### src/rtl/regfile_mp.sv
// Multi-port integer register file: combinational reads with write-through bypass,
// prioritised synchronous writes and a registered write-collision flag.
// Defining REGFILE_SCOREBOARD_EN adds per-register busy bits for hazard detection.
module regfile_mp #(
  parameter int XLEN     = 32,
  parameter int NREGS    = 32,
  parameter int NUM_RD   = 2,
  parameter int NUM_WR   = 1,
  parameter int ZERO_REG = 1,
  localparam int AW      = $clog2(NREGS)
) (
  input  logic                     clk,
  input  logic                     rst,
  input  logic [NUM_WR-1:0]        we,
  input  logic [NUM_WR*AW-1:0]     waddr,
  input  logic [NUM_WR*XLEN-1:0]   wdata,
  input  logic [NUM_RD*AW-1:0]     raddr,
  output logic [NUM_RD*XLEN-1:0]   rdata,
  input  logic                     bypass_en,
  output logic                     wr_conflict,
  input  logic                     sb_set,
  input  logic [AW-1:0]            sb_addr,
  output logic [NUM_RD-1:0]        rbusy
);

  logic [XLEN-1:0]   regs [NREGS];
  logic [AW-1:0]     wa   [NUM_WR];
  logic [XLEN-1:0]   wd   [NUM_WR];
  logic [AW-1:0]     ra   [NUM_RD];
  logic [NUM_WR-1:0] wr_eff;
  logic [NUM_RD-1:0] rd_hit;
  logic              conflict_nxt;

  // A write is effective unless it targets the hardwired zero register.
  for (genvar j = 0; j < NUM_WR; j++) begin : g_wr
    assign wa[j]     = waddr[j*AW +: AW];
    assign wd[j]     = wdata[j*XLEN +: XLEN];
    assign wr_eff[j] = we[j] && !(ZERO_REG != 0 && waddr[j*AW +: AW] == '0);
  end

  for (genvar i = 0; i < NUM_RD; i++) begin : g_rd
    assign ra[i] = raddr[i*AW +: AW];
  end

  always_comb begin
    conflict_nxt = 1'b0;
    for (int a = 0; a < NUM_WR; a++) begin
      for (int b = a + 1; b < NUM_WR; b++) begin
        if (wr_eff[a] && wr_eff[b] && wa[a] == wa[b]) conflict_nxt = 1'b1;
      end
    end
  end

  // Ascending port order lets the highest-index writer land last and win.
  always_ff @(posedge clk) begin
    if (rst) begin
      for (int r = 0; r < NREGS; r++) regs[r] <= '0;
      wr_conflict <= 1'b0;
    end else begin
      for (int j = 0; j < NUM_WR; j++) begin
        if (wr_eff[j]) regs[wa[j]] <= wd[j];
      end
      wr_conflict <= conflict_nxt;
    end
  end

  always_comb begin
    rdata  = '0;
    rd_hit = '0;
    for (int i = 0; i < NUM_RD; i++) begin
      rdata[i*XLEN +: XLEN] = regs[ra[i]];
      for (int j = 0; j < NUM_WR; j++) begin
        if (bypass_en && wr_eff[j] && wa[j] == ra[i]) begin
          rdata[i*XLEN +: XLEN] = wd[j];
          rd_hit[i]             = 1'b1;
        end
      end
      if (ZERO_REG != 0 && ra[i] == '0) rdata[i*XLEN +: XLEN] = '0;
    end
  end

`ifdef REGFILE_SCOREBOARD_EN
  logic [NREGS-1:0] busy;

  // Set is applied after the clears so a newly issued producer keeps the bit.
  always_ff @(posedge clk) begin
    if (rst) begin
      busy <= '0;
    end else begin
      for (int j = 0; j < NUM_WR; j++) begin
        if (we[j]) busy[wa[j]] <= 1'b0;
      end
      if (sb_set && !(ZERO_REG != 0 && sb_addr == '0)) busy[sb_addr] <= 1'b1;
    end
  end

  always_comb begin
    rbusy = '0;
    for (int i = 0; i < NUM_RD; i++) begin
      rbusy[i] = busy[ra[i]] && !rd_hit[i];
    end
  end
`else
  logic sb_unused;
  assign sb_unused = ^{sb_set, sb_addr, rd_hit};
  assign rbusy     = '0;
`endif

endmodule
### config.mk
export PLATFORM = sky130hd
export DESIGN_NAME = regfile_mp
export DESIGN_NICKNAME = d
export VERILOG_FILES = /design/src/rtl/regfile_mp.sv
export SDC_FILE = /design/constraint.sdc
export NUM_CORES = 2
export LEC_CHECK = 0
export CORE_MARGIN = 4
export CORE_UTILIZATION = 50
export CTS_BUF_LIST = sky130_fd_sc_hd__clkbuf_2 sky130_fd_sc_hd__clkbuf_4 sky130_fd_sc_hd__clkbuf_8
export DETAILED_ROUTE_END_ITERATION = 8
export DONT_BUFFER_PORTS = 1
export PLACE_DENSITY_LB_ADDON = 0.2
export SYNTH_ARGS = -nofsm -noshare
export SYNTH_HDL_FRONTEND = slang
export SYNTH_SLANG_ARGS = --single-unit
### constraint.sdc
create_clock -name clk -period 6.2 [get_ports clk]
set_clock_uncertainty 0.15 [all_clocks]
set_input_delay 0.93 -clock clk [delete_from_list [all_inputs] [get_ports clk]]
set_output_delay 0.93 -clock clk [all_outputs]
set_load 0.02 [all_outputs]
==> run metrics <==
leakage power=21.21 nW; Remaining DRCs=0; crit path from=raddr[6]; drt total wl=192900 µm; Critical Path RT=5120 ps; Overflow after GRT=0; Worst-Margin Slew=1856 ps; Most used DFF post-synth=edfxtp_1; RSZ-0062 raised after global routing=no; chip width=341.5 µm; clock sink count=1024; Layout Utilization=0.5444; CTS root buffer=clkbuf_8; syn avg cell area=14.00 µm²; outcome=finished, violations left; CTS H-Tree Depth=4; commonest non-fill, non-tap cells in the layout=edfxtp_1 (1024), and2_1 (994), mux2i_1 (374); Worst EP arrival=4520 ps; placer congestion estimate=0.8652; vias in the first global route=37218; Core Area=110500 µm²; crit start category=input port; critical path class=input port to primary output; CP Capture Type=primary output; layout overhead on the synthesized area=8.214%; PwrDens=266.6 nW/µm²; PortBufs=0; I/O pins=124; Synth Cell Area=55600 µm²; Final setup viols=0; Slew Viols, Final=149; CTS max path bufs=3; max reg flops=1024; postcts setup bufs=0; layout cell share with drive strength beyond 1=0.2144; Max Cap Violations=0; Yosys cell types=53; synthesized instance count=3971; most common cell after layout, fill and taps aside=edfxtp_1; sequential area share after synthesis=0.5531; Reg with most FFs=regs; initial antenna violation count=13; VDD IR max=0.2028 mV; min-delay src=wdata[31]; Yosys top cell area share=0.5531; Vias/cell=6.771; Fin. Hold Viols=0; Vias=36942; Post-synth EDFFs=1024; Initial Util=0.5031; Tot GR Track Use=0.3268; CTS hold repair buffers=0; Initial DRC Count=4996; Seq cells post-synth=1024; setup_tns=0 ps; leading area contributor after synthesis=edfxtp_1; ranking of synthesized cells by area=edfxtp_1 (55%), mux4_2 (12%), and2_1 (11%), mux2i_1 (6.7%), a22oi_1 (2.1%); first-pass GRT wire length=270000 µm; HPWL after detailed placement=106200 µm; hold depth=1; Power Total=0.01604 W; Slew headroom=-0.2375; DRT Pass-1 Iters=6; Final period util=0.9039; pin count of the biggest net entering global routing=372; hold crit path type=input port to register; CTS Buf Count=174; FILL cells=9028; Post-DRT Antenna Nets=0; fmax=178.4 MHz; Chip Height=341.5 µm; cts repair resizes=0; largest registers=regs (1024); crit path max fanout=371; die area=116600 µm²; # rows=122; nets=3898; post-layout min period=5604 ps; DR WL/cell=35.35 µm; CTS tree=built; Clk pin slew, worst setup/hold paths=60 ps; failing checks=max-slew violations; ys async rst share=0; yosys warns=0
cell families (layout without fill, tap and decap cells):
kind of cell / Yosys count / in the layout / share of synthesized area
multiplexers: 768 / 768 / 0.2091
other: 1 / 38 / 0.00006745
buffers and inverters: 446 / 406 / 0.03391
flip-flops: 1024 / 1024 / 0.5531
XOR/XNOR: 10 / 10 / 0.001575
AO/OA/AOI/OAI: 455 / 455 / 0.06529
AND/OR/NAND/NOR: 1267 / 1267 / 0.1370
cells in the mapped netlist, drive strengths merged (33+ instances only):
| cell | number |
|---|---|
| or2 | 34 |
| mux4 | 306 |
| edfxtp | 1024 |
| buf | 139 |
| clkbuf | 305 |
| nor2 | 76 |
| mux2i | 374 |
| o311a | 62 |
| nand4 | 33 |
| mux2 | 88 |
| a22o | 72 |
| nand3 | 77 |
| and2 | 997 |
| a22oi | 158 |
path summary, 6_finish.rpt:
kind | endpoint | slack (ps)
min | regs[18][31]$_SDFFCE_PN0P_ | 100
max | rdata[63] | 600
routing by layer:
layer  vias up  GRT usage  wire length [µm]
li1      14946          -                 -
met1     18932     0.4356             73140
met2      2525     0.4943             86420
met3       537    0.09710             23450
met4         2     0.1553              9841
met5         -          0                17
critical path: stages:
cell and delay (ps):
or3b_2 1290, buf_4 390, o22ai_1 200, nor2_1 60, o221ai_1 160, nand4_1 440
o311a_1 330
metrics by stage:
step / instances / cell area, µm² / hold slack, ps / setup slack, ps
after floorplan: 4005 / 55720 / 978.2 / 2427
after global placement: 5153 / 56810 / 979.5 / 1573
after detailed placement: 5153 / 56810 / 975.3 / 1537
after CTS: 5453 / 60160 / 46.78 / 1547
after global routing: 5455 / 60160 / 78.47 / 920.9
final: 5456 / 60160 / 96.00 / 596.1
cell type report:
| class | instances | area [µm²] | area share |
|---|---|---|---|
| flip-flops and latches | 1024 | 30750 | 0.5111 |
| repair buffers | 104 | 805.8 | 0.01339 |
| diodes | 3 | 7.507 | 0.0001248 |
| clock inverters | 58 | 382.9 | 0.006364 |
| multi-input cells | 2535 | 23380 | 0.3886 |
| inverters | 2 | 7.507 | 0.0001248 |
| well taps | 1488 | 1862 | 0.03095 |
| clock buffers | 242 | 2968 | 0.04933 |
power by group:
part	leakage, nW	switching, W	internal [W]
Combinational	9.68	0.000984	0.000763
Clock	1.78	0.00283	0.00327
Sequential	9.75	0.000192	0.00800
Total	21.2	0.00400	0.0120
No activity file was read; power rests on OpenSTA's default activity.
